## config.mk

```make
export PLATFORM = sky130hd
export DESIGN_NAME = pulse_stretch_gen
export DESIGN_NICKNAME = d
export VERILOG_FILES = /design/src/rtl/pulse_stretch_gen.sv
export SDC_FILE = /design/constraint.sdc
export NUM_CORES = 1
export LEC_CHECK = 0
export BUFFER_PORTS_ARGS = -buffer_cell sky130_fd_sc_hd__buf_4
export CORE_AREA = 8 8 45 47
export DETAILED_ROUTE_END_ITERATION = 16
export DIE_AREA = 0 0 53 55
export PLACE_DENSITY = 0.66
export SYNTH_ARGS = -nofsm -noshare
export SYNTH_HDL_FRONTEND = slang
export SYNTH_SLANG_ARGS = --single-unit
```

## constraint.sdc

```tcl
create_clock -name clk -period 6.2 [get_ports clk]
set_clock_uncertainty 0.1 [all_clocks]
set_input_delay 0.62 -clock clk [delete_from_list [all_inputs] [get_ports clk]]
set_output_delay 0.62 -clock clk [all_outputs]
set_load 0.005 [all_outputs]
```

## src/rtl/pulse_stretch_gen.sv

```systemverilog
// Stretches single-cycle events into HIGH_CYCLES-high / LOW_CYCLES-low pulses.
// Events that arrive during a pulse queue in a saturating counter; drops raise a sticky overflow flag.
module pulse_stretch_gen #(
    parameter int unsigned HIGH_CYCLES = 4,
    parameter int unsigned LOW_CYCLES  = 2,
    parameter int unsigned MAX_PENDING = 7,
    localparam int unsigned PEND_W     = $clog2(MAX_PENDING + 1)
) (
    input  logic              clk,
    input  logic              rst_n,
    input  logic              pulse_in,
    input  logic              clr_overflow,
    output logic              out,
    output logic              busy,
    output logic [PEND_W-1:0] pending,
    output logic              overflow
);

    localparam int unsigned CNT_MAX = (HIGH_CYCLES > LOW_CYCLES) ? HIGH_CYCLES : LOW_CYCLES;
    localparam int unsigned CNT_W   = (CNT_MAX > 1) ? $clog2(CNT_MAX) : 1;

    localparam logic [CNT_W-1:0]  HIGH_LOAD = CNT_W'(HIGH_CYCLES - 1);
    localparam logic [CNT_W-1:0]  LOW_LOAD  = CNT_W'(LOW_CYCLES - 1);
    localparam logic [PEND_W-1:0] PEND_MAX  = PEND_W'(MAX_PENDING);

    typedef enum logic [1:0] {
        IDLE = 2'd0,
        HIGH = 2'd1,
        LOW  = 2'd2
    } state_t;

    state_t           state;
    logic [CNT_W-1:0] cnt;

    logic cnt_done;
    logic low_exit;
    logic deq;
    logic enq;
    logic drop;

    // Queue bookkeeping for this cycle: an event is queued unless it starts a pulse directly.
    assign cnt_done = (cnt == '0);
    assign low_exit = (state == LOW) && cnt_done;
    assign deq      = low_exit && (pending != '0);
    assign enq      = pulse_in &&
                      ((state == HIGH) || ((state == LOW) && !(low_exit && (pending == '0))));
    assign drop     = enq && !deq && (pending == PEND_MAX);

    always_ff @(posedge clk) begin
        if (!rst_n) begin
            state    <= IDLE;
            cnt      <= '0;
            out      <= 1'b0;
            busy     <= 1'b0;
            pending  <= '0;
            overflow <= 1'b0;
        end else begin
            case (state)
                IDLE: begin
                    if (pulse_in) begin
                        state <= HIGH;
                        cnt   <= HIGH_LOAD;
                        out   <= 1'b1;
                        busy  <= 1'b1;
                    end
                end
                HIGH: begin
                    if (cnt_done) begin
                        state <= LOW;
                        cnt   <= LOW_LOAD;
                        out   <= 1'b0;
                    end else begin
                        cnt <= cnt - CNT_W'(1);
                    end
                end
                LOW: begin
                    if (cnt_done) begin
                        // A queued event takes precedence; otherwise a fresh request starts immediately.
                        if ((pending != '0) || pulse_in) begin
                            state <= HIGH;
                            cnt   <= HIGH_LOAD;
                            out   <= 1'b1;
                        end else begin
                            state <= IDLE;
                            busy  <= 1'b0;
                        end
                    end else begin
                        cnt <= cnt - CNT_W'(1);
                    end
                end
                default: begin
                    state <= IDLE;
                    cnt   <= '0;
                    out   <= 1'b0;
                    busy  <= 1'b0;
                end
            endcase

            if (enq && !deq && !drop) begin
                pending <= pending + PEND_W'(1);
            end else if (deq && !enq) begin
                pending <= pending - PEND_W'(1);
            end

            // A drop in the same cycle wins over a clear.
            if (drop) begin
                overflow <= 1'b1;
            end else if (clr_overflow) begin
                overflow <= 1'b0;
            end
        end
    end

endmodule

```

After elaboration in Yosys (flattened, before gate mapping)
Index checks and enable logic that the tools add are counted.
Widths: inputs -> output; s select.
{"block": "totals", "regBits": 10, "latch_bits": 0, "mem_bits_rw": 0, "mem_bits_ro": 0, "in_bits": 4, "output_inout_bits": 6, "word_cells": 66, "n_memories": 0}
{"block": "op_classes", "n_addsub": 3, "mul": 0, "div": 0, "order_cmp": 0, "eq_ne": 9, "shift": 0, "n_mux": 22, "bitwise": 1, "n_reduce_logical": 25}
{"operator": "$mux 2", "n": 7}
{"operator": "$pmux 2 s3", "n": 2}
{"operator": "$logic_and 1x1->1", "n": 9}
{"operator": "$mux 1", "n": 9}
{"operator": "$ne 2x2->1 const B", "n": 4}
{"operator": "$reduce_and 4->1", "n": 2}
{"operator": "$mux 3", "n": 2}
{"operator": "$pmux 1 s3", "n": 2}
{"operator": "$logic_not 1->1", "n": 4}
{"operator": "$logic_not 2->1", "n": 2}
{"operator": "$reduce_bool 2->1", "n": 2}
{"operator": "$add 3x1->3 const B", "n": 1}
{"operator": "$eq 3x3->1 const B", "n": 1}
{"operator": "$logic_not 3->1", "n": 1}
{"operator": "$ne 3x2->1 const B", "n": 1}
{"operator": "$reduce_and 3->1", "n": 1}
{"operator": "$reduce_bool 3->1", "n": 1}
{"operator": "$sub 3x1->3 const B", "n": 1}
{"operator": "$eq 2x1->1 const B", "n": 1}
{"operator": "$eq 2x2->1 const B", "n": 1}
{"operator": "$logic_or 1x1->1", "n": 2}
{"operator": "$ne 2x1->1 const B", "n": 1}
{"operator": "$reduce_and 2->1", "n": 1}
{"operator": "$sub 2x1->2 const B", "n": 1}
{"operator": "$not 1->1", "n": 1}

Logic depth before layout (Yosys ltp)
Gate-level depths: netlist of run 1.
{"block": "depth", "word_depth": 12, "depth_mapped": 7, "depth_no_buf": 7}

Worst setup path after synthesis of run 1
Ideal clock, no wire load.
{"block": "synth_path", "path_type": "register to register", "start": "register cnt[0]", "end": "register pending[2]", "setup_ps": 72, "t_arrival_ps": 1783, "required_ps": 6028, "slack_ps": 4245, "stages_incl_launch_ff": 8, "path_buffers": 0, "period_less_slack_ps": 1955, "path_cell_list": "dfxtp_1 -> inv_1 -> ha_1 -> nor3b_2 -> o211ai_1 -> fa_1 -> mux2i_1 -> mux2i_1"}
{"block": "synth_via", "elab_chain_len": 12, "word_cells_on_any_way": 17, "classes_between": "mux (1); reduce/logical (16)"}
{"element": "start, declared", "line_no": "33", "source": "logic [CNT_W-1:0] cnt;"}
{"element": "start signal, assigned", "line_no": "73", "source": "cnt <= cnt - CNT_W'(1);"}
{"element": "start signal, assigned", "line_no": "88", "source": "cnt <= cnt - CNT_W'(1);"}
{"element": "$logic_not 2->1 (*)", "line_no": "42", "source": "assign cnt_done = (cnt == '0);"}
{"element": "$logic_and 1x1->1 (*)", "line_no": "43", "source": "assign low_exit = (state == LOW) && cnt_done;"}
{"element": "$logic_and 1x1->1", "line_no": "46", "source": "((state == HIGH) || ((state == LOW) && !(low_exit && (pending == '0))));"}
{"element": "$logic_not 1->1", "line_no": "46"}
{"element": "$logic_and 1x1->1", "line_no": "46"}
{"element": "$logic_or 1x1->1", "line_no": "46"}
{"element": "$logic_and 1x1->1", "line_no": "45", "source": "assign enq = pulse_in &&"}
{"element": "$logic_and 1x1->1", "line_no": "47, 99"}
{"element": "$logic_and 1x1->1", "line_no": "47", "source": "assign drop = enq && !deq && (pending == PEND_MAX);"}
{"element": "$logic_not 1->1", "line_no": "99", "source": "if (enq && !deq && !drop) begin"}
{"element": "$logic_and 1x1->1", "line_no": "99"}
{"element": "$mux 3 or $reduce_bool 2->1 (tied branches)"}
{"element": "end signal, assigned", "line_no": "100", "source": "pending <= pending + PEND_W'(1);"}
{"element": "end signal, assigned", "line_no": "102", "source": "pending <= pending - PEND_W'(1);"}
{"element": "end, declared", "line_no": "15", "source": "output logic [PEND_W-1:0] pending,"}
Mark *: on every way between the ends. The rest lies on a longest branch, timed or not.
A chain may end at the register's enable or synchronous reset.

Worst setup path after layout of run 1
Ends and elaborated chain as after synthesis.

==> results of run 1 <==
[flip-flops by register name (all words and copies together), names as in the netlist]
name,count
state,2
overflow,1
busy,1
pending,3
cnt,2
out,1
[stage by stage]
stage | cell area, sq um | std cells | setup WS [ns] | util (%)
after floorplan | 581 | 69 | 4.25 | -
after global placement | 648 | 91 | 4.16 | 46.8
after detailed placement | 648 | 91 | 4.10 | 46.8
after CTS | 684 | 95 | 4.08 | 49.5
after global routing | 684 | 95 | 3.93 | 49.5
final | 684 | 95 | 4.08 | 49.5
[critical path: stages (launching register included)]
cell	delay (ns)
dfxtp_1	0.37
inv_1	0.06
ha_1	0.28
nor3b_2	0.26
o211ai_1	0.20
fa_1	0.42
mux2i_1	0.18
mux2i_1	0.18
[layout make-up]
cell class / count / area share, %
Clock buffer: 4 / 5.30
Timing Repair Buffer: 9 / 9.87
Tap cell: 16 / 2.93
Inverter: 4 / 2.19
Multi-Input combinational cell: 52 / 50.5
Sequential cell: 10 / 29.3
[routing by layer]
| metal | track usage (%) | share of wire [%] |
|---|---|---|
| met4 | 6.47 | 1.1 |
| met3 | 4.01 | 6.9 |
| met5 | 0 | 0 |
| met1 | 9.69 | 46 |
| met2 | 15.6 | 46 |
[worst paths after layout]
kind	cells after the start	end	slack [ns]
worst max-delay path	7	pending[2]	4.08
worst min register to register	2	out	0.36
worst max register to register	7	pending[2]	4.08
worst min-delay path	2	out	0.36
[logic make-up after synthesis]
| group | after synthesis | share of synthesized area [%] |
|---|---|---|
| AO/OA/AOI/OAI | 21 | 22.0 |
| adder cells (fa/ha/maj) | 3 | 7.76 |
| buffers and inverters | 7 | 6.03 |
| flip-flops | 10 | 34.5 |
| multiplexers | 3 | 5.17 |
| AND/OR/NAND/NOR | 25 | 24.6 |
[synth_stat cells]
cell type / count / area, sq um
dfxtp_1: 10 / 200
nand2_1: 7 / 26.3
a21oi_1: 6 / 30.0
o21ai_1: 5 / 25.0
inv_1: 4 / 15.0
nand3_1: 4 / 20.0
and2_1: 3 / 18.8
mux2i_1: 3 / 30.0
nor2b_1: 3 / 18.8
o21ai_0: 3 / 15.0
and3_1: 2 / 12.5
ha_1: 2 / 25.0
nand2b_1: 2 / 12.5
nor2_1: 2 / 7.51
o211ai_1: 2 / 15.0
a21boi_2: 1 / 11.3
buf_2: 1 / 5.00
buf_6: 1 / 11.3
clkbuf_1: 1 / 3.75
fa_1: 1 / 20.0
nor3b_2: 1 / 12.5
o21a_1: 1 / 7.51
o22ai_1: 1 / 6.26
o311a_1: 1 / 10.0
o31ai_1: 1 / 7.51
or4b_4: 1 / 13.8
[power breakdown]
part / switching (mW) / leakage [nW] / total [mW] / internal (mW)
registers: 0.0115 / 0.0824 / 0.0835 / 0.0720
clock network: 0.0255 / 0.0210 / 0.0613 / 0.0357
logic: 0.0214 / 0.195 / 0.0463 / 0.0250
total: 0.0584 / 0.299 / 0.191 / 0.133
==> impl_metrics.ini, run 1 <==
[run_status]
status = complete, no violations

[logic_synthesis]
yosysWarnings = 0
yosysSeqAreaShare_pct = 34.5
synth_fp_nets = 76
syn_area_sq_um = 581
yosysUniqueCellTypes = 26
synth_seq_cells = 10
synthCells = 69
avgSynthCellArea_sq_um = 8.41

[grt]
grt_pass1_vias = 519
grt_usage_pct = 9.50
antenna_found_initial = 0
grt-ovfl-total = 0
grt_pass1_wl_um = 2050
grt_max_degree = 15

[floorplanning]
die-width_um = 53
core_area_sq_um = 1380
die_h_um = 55
core.rowCount = 14
die-area_sq_um = 2920
start_util_pct = 42.0
ioPinCount = 10

[drt]
firstDrtPassIters = 4
antenna_violating_nets_post_route = 0
wl_um = 1230
wl_per_cell_um = 12.9
via_count = 515
drcViolationCount = 0
viasPerCell = 5.42
drtIter0Drc = 8

[cts]
h-tree-depth = 1
clk_latency_ns = 0.27
cts-hold-fix-buffers = 0
cts.repair.resized = 0
clockBufferDepth = 2
cts_buffers = 3
clock-sinks = 10
cts_tree = yes
cts_setup_buffers = 0
cts.clk_slew.worst_paths_ns = 0.07
cts_root_buf = clkbuf_4

[worst_setup_path]
crit_path_start_kind = register
crit_path_max_fanout = 8
worstPathRequired_ns = 6.31
crit_start = cnt[0]
worstPathArrival_ns = 2.23
end_kind = register
crit_type = reg2reg
reg2reg_from = cnt[0]

[sta]
fmax_ghz = 0.471
whs_ns = 0.361
fin_tns_setup_ns = 0
finalHoldViolations = 0
relSlewSlack_pct = 75.6
post-route-min-period_ns = 2.12
rsz0062_at_grt = false
finalSetupViolations = 0
period_share_pct = 34.2
final_max_slew_viol_count = 0
worst_slew_pin_slew_ns = 0.364

[place]
post-dp-hpwl_um = 886
globalplace.congestion = 0.833
port_buffers = 9

[hold_path]
min_path_type = reg2reg
worstHoldStart = out

[run]
max_cap_violations = 0

[final_layout]
layout_common_cells = dfxtp_1, buf_4, nand2_1
layout_commonest_cell = dfxtp_1
num_antenna_cells = 0
seq_area_sq_um = 200
drive_gt1_share_pct = 20.3
synthToLayoutAreaGrowth_pct = 17.9
nNetsFinal = 87
fill_cells = 147
multiInputGateArea_sq_um = 345

[power]
p_per_area_nw_per_um2 = 279
vdd_drop_max_mv = 0.135
p_total_mw = 0.191
leakage_nw = 0.299
No activity file was read; power rests on OpenSTA's default activity.
==> run 2: changes to the inputs <==
==> constraint.sdc (replaced) <==
create_clock -name clk -period 2.1 [get_ports clk]
set_clock_uncertainty 0.1 [all_clocks]
set_input_delay 0.21 -clock clk [delete_from_list [all_inputs] [get_ports clk]]
set_output_delay 0.21 -clock clk [all_outputs]
set_load 0.005 [all_outputs]
==> run 2 against run 1 <==
Clock power is 110% higher. Via count fell by 1.4%. Die area unchanged. Routed wire length decreased by 4.2%. Global-route usage decreased by 0.30 points. First-iteration DRC count shrank 38%. Sequential cell count unchanged. Design area increased by 1.3%. Non-clock buffer count up 3. Fmax is 9.9% higher. Sequential power rose to 2.9 times the previous value. Cell count up 2.1%. Largest power group unchanged.
==> impl_metrics.ini, run 2 (same netlist as run 1, synthesis figures left out) <==
[drt]
wl_um = 1180
wl_per_cell_um = 12.1
via_count = 508
drtIter0Drc = 5
antenna_violating_nets_post_route = 0
viasPerCell = 5.24
firstDrtPassIters = 4
drcViolationCount = 0

[final_layout]
seq_area_sq_um = 200
layout_commonest_cell = buf_4
largest_registers = pending (3), cnt (2), state (2)
max_flop_register = pending
post-route-cell-area_sq_um = 693
multiInputGateArea_sq_um = 345
fill_cells = 152
largest_reg_flops = 3
layout_common_cells = buf_4, dfxtp_1, nand2_1
drive_gt1_share_pct = 22.2
synthToLayoutAreaGrowth_pct = 19.4
num_antenna_cells = 0
nNetsFinal = 90

[cts]
h-tree-depth = 1
cts_root_buf = clkbuf_4
cts_setup_buffers = 0
clk_latency_ns = 0.26
clock-sinks = 10
cts.clk_slew.worst_paths_ns = 0.06
clockBufferDepth = 2
cts_buffers = 3
cts-hold-fix-buffers = 0
cts_tree = yes
cts.repair.resized = 0

[floorplanning]
start_util_pct = 42.0
die-area_sq_um = 2920
ioPinCount = 10
die_h_um = 55
core_area_sq_um = 1380
core.rowCount = 14
die-width_um = 53

[worst_setup_path]
worstPathArrival_ns = 2.03
crit_type = reg2reg
crit_path_max_fanout = 4
end_kind = register
crit_path_start_kind = register
worstPathRequired_ns = 2.20
r2r_cells = 7

[sta]
rsz0062_at_grt = false
post-route-min-period_ns = 1.93
finalHoldViolations = 0
fin_tns_setup_ns = 0
fin_ws_ns = 0.170
relSlewSlack_pct = 80.3
period_share_pct = 91.9
whs_ns = 0.155
fmax_ghz = 0.518
final_max_slew_viol_count = 0
finalSetupViolations = 0
worst_slew_pin_slew_ns = 0.295

[grt]
grt_max_degree = 15
antenna_found_initial = 0
grt_pass1_vias = 486
grt_pass1_wl_um = 2000
grt_usage_pct = 9.20
grt-ovfl-total = 0

[power]
intPower_mw = 0.361
p_per_area_nw_per_um2 = 755
seq_power_share_pct = 46.3
vdd_drop_max_mv = 0.334
p_comb_share_pct = 28.6
leakage_nw = 0.306
power_switching_mw = 0.162
p_sw_share_pct = 30.9
p_total_mw = 0.523
power_frac_clock_pct = 25.1

[place]
placed_area_sq_um = 671
globalplace.congestion = 0.796
post-dp-hpwl_um = 873
port_buffers = 9
dp_slack_ns = 0.175

[hold_path]
min_path_type = in2reg
hold_depth = 2

[run]
max_cap_violations = 0

[run_status]
status = complete, no violations
run 2: changes by cell type in the layout (fill, tap and decap cells not counted), sizes merged:
cell / delta
buf: +3
clkbuf: -1
run 2: final cells by class:
type | count | area share (%)
timing repair buffer | 12 | 13.0
clock buffer | 3 | 3.25
multi-input combinational | 52 | 49.8
tap | 16 | 2.89
inverter | 4 | 2.17
sequential | 10 | 28.9
run 2: worst max-delay path: stages (launching register included):
cell      delay, ns
dfxtp_1        0.36
inv_1          0.06
ha_1           0.21
nor3b_2        0.22
o211ai_1       0.14
fa_1           0.39
mux2i_1        0.18
mux2i_1        0.19
run 2: power groups by stage:
stage / sequential (mW) / clock (mW) / combinational, mW
final: 0.242 / 0.131 / 0.150
after global routing: 0.248 / 0.143 / 0.168
after CTS: 0.243 / 0.132 / 0.153
after detailed placement: 0.247 / 0 / 0.152
after global placement: 0.246 / 0 / 0.150
after floorplan: 0.237 / 0 / 0.110
run 2: final timing paths:
path,from,to,slack [ns]
min,rst_n,pending[0],0.15
max,cnt[0],pending[2],0.17
max reg2reg,cnt[0],pending[2],0.17
min reg2reg,out,out,0.36
run 2: metal layers:
metal  part of all wire (%)  routed length (um)  GRT usage [%]
met1                     49                 582           11.0
met2                     42                 498           13.7
met3                    5.3                  62           2.94
met4                    2.8                  33           6.47
met5                      0                   0              0
run 2: metrics by stage:
step	utilization, %	instances
2_1_floorplan	-	69
3_3_place_gp	48.5	94
3_5_place_dp	48.5	94
4_1_cts	50.1	97
5_1_grt	50.1	97
6_report	50.1	97
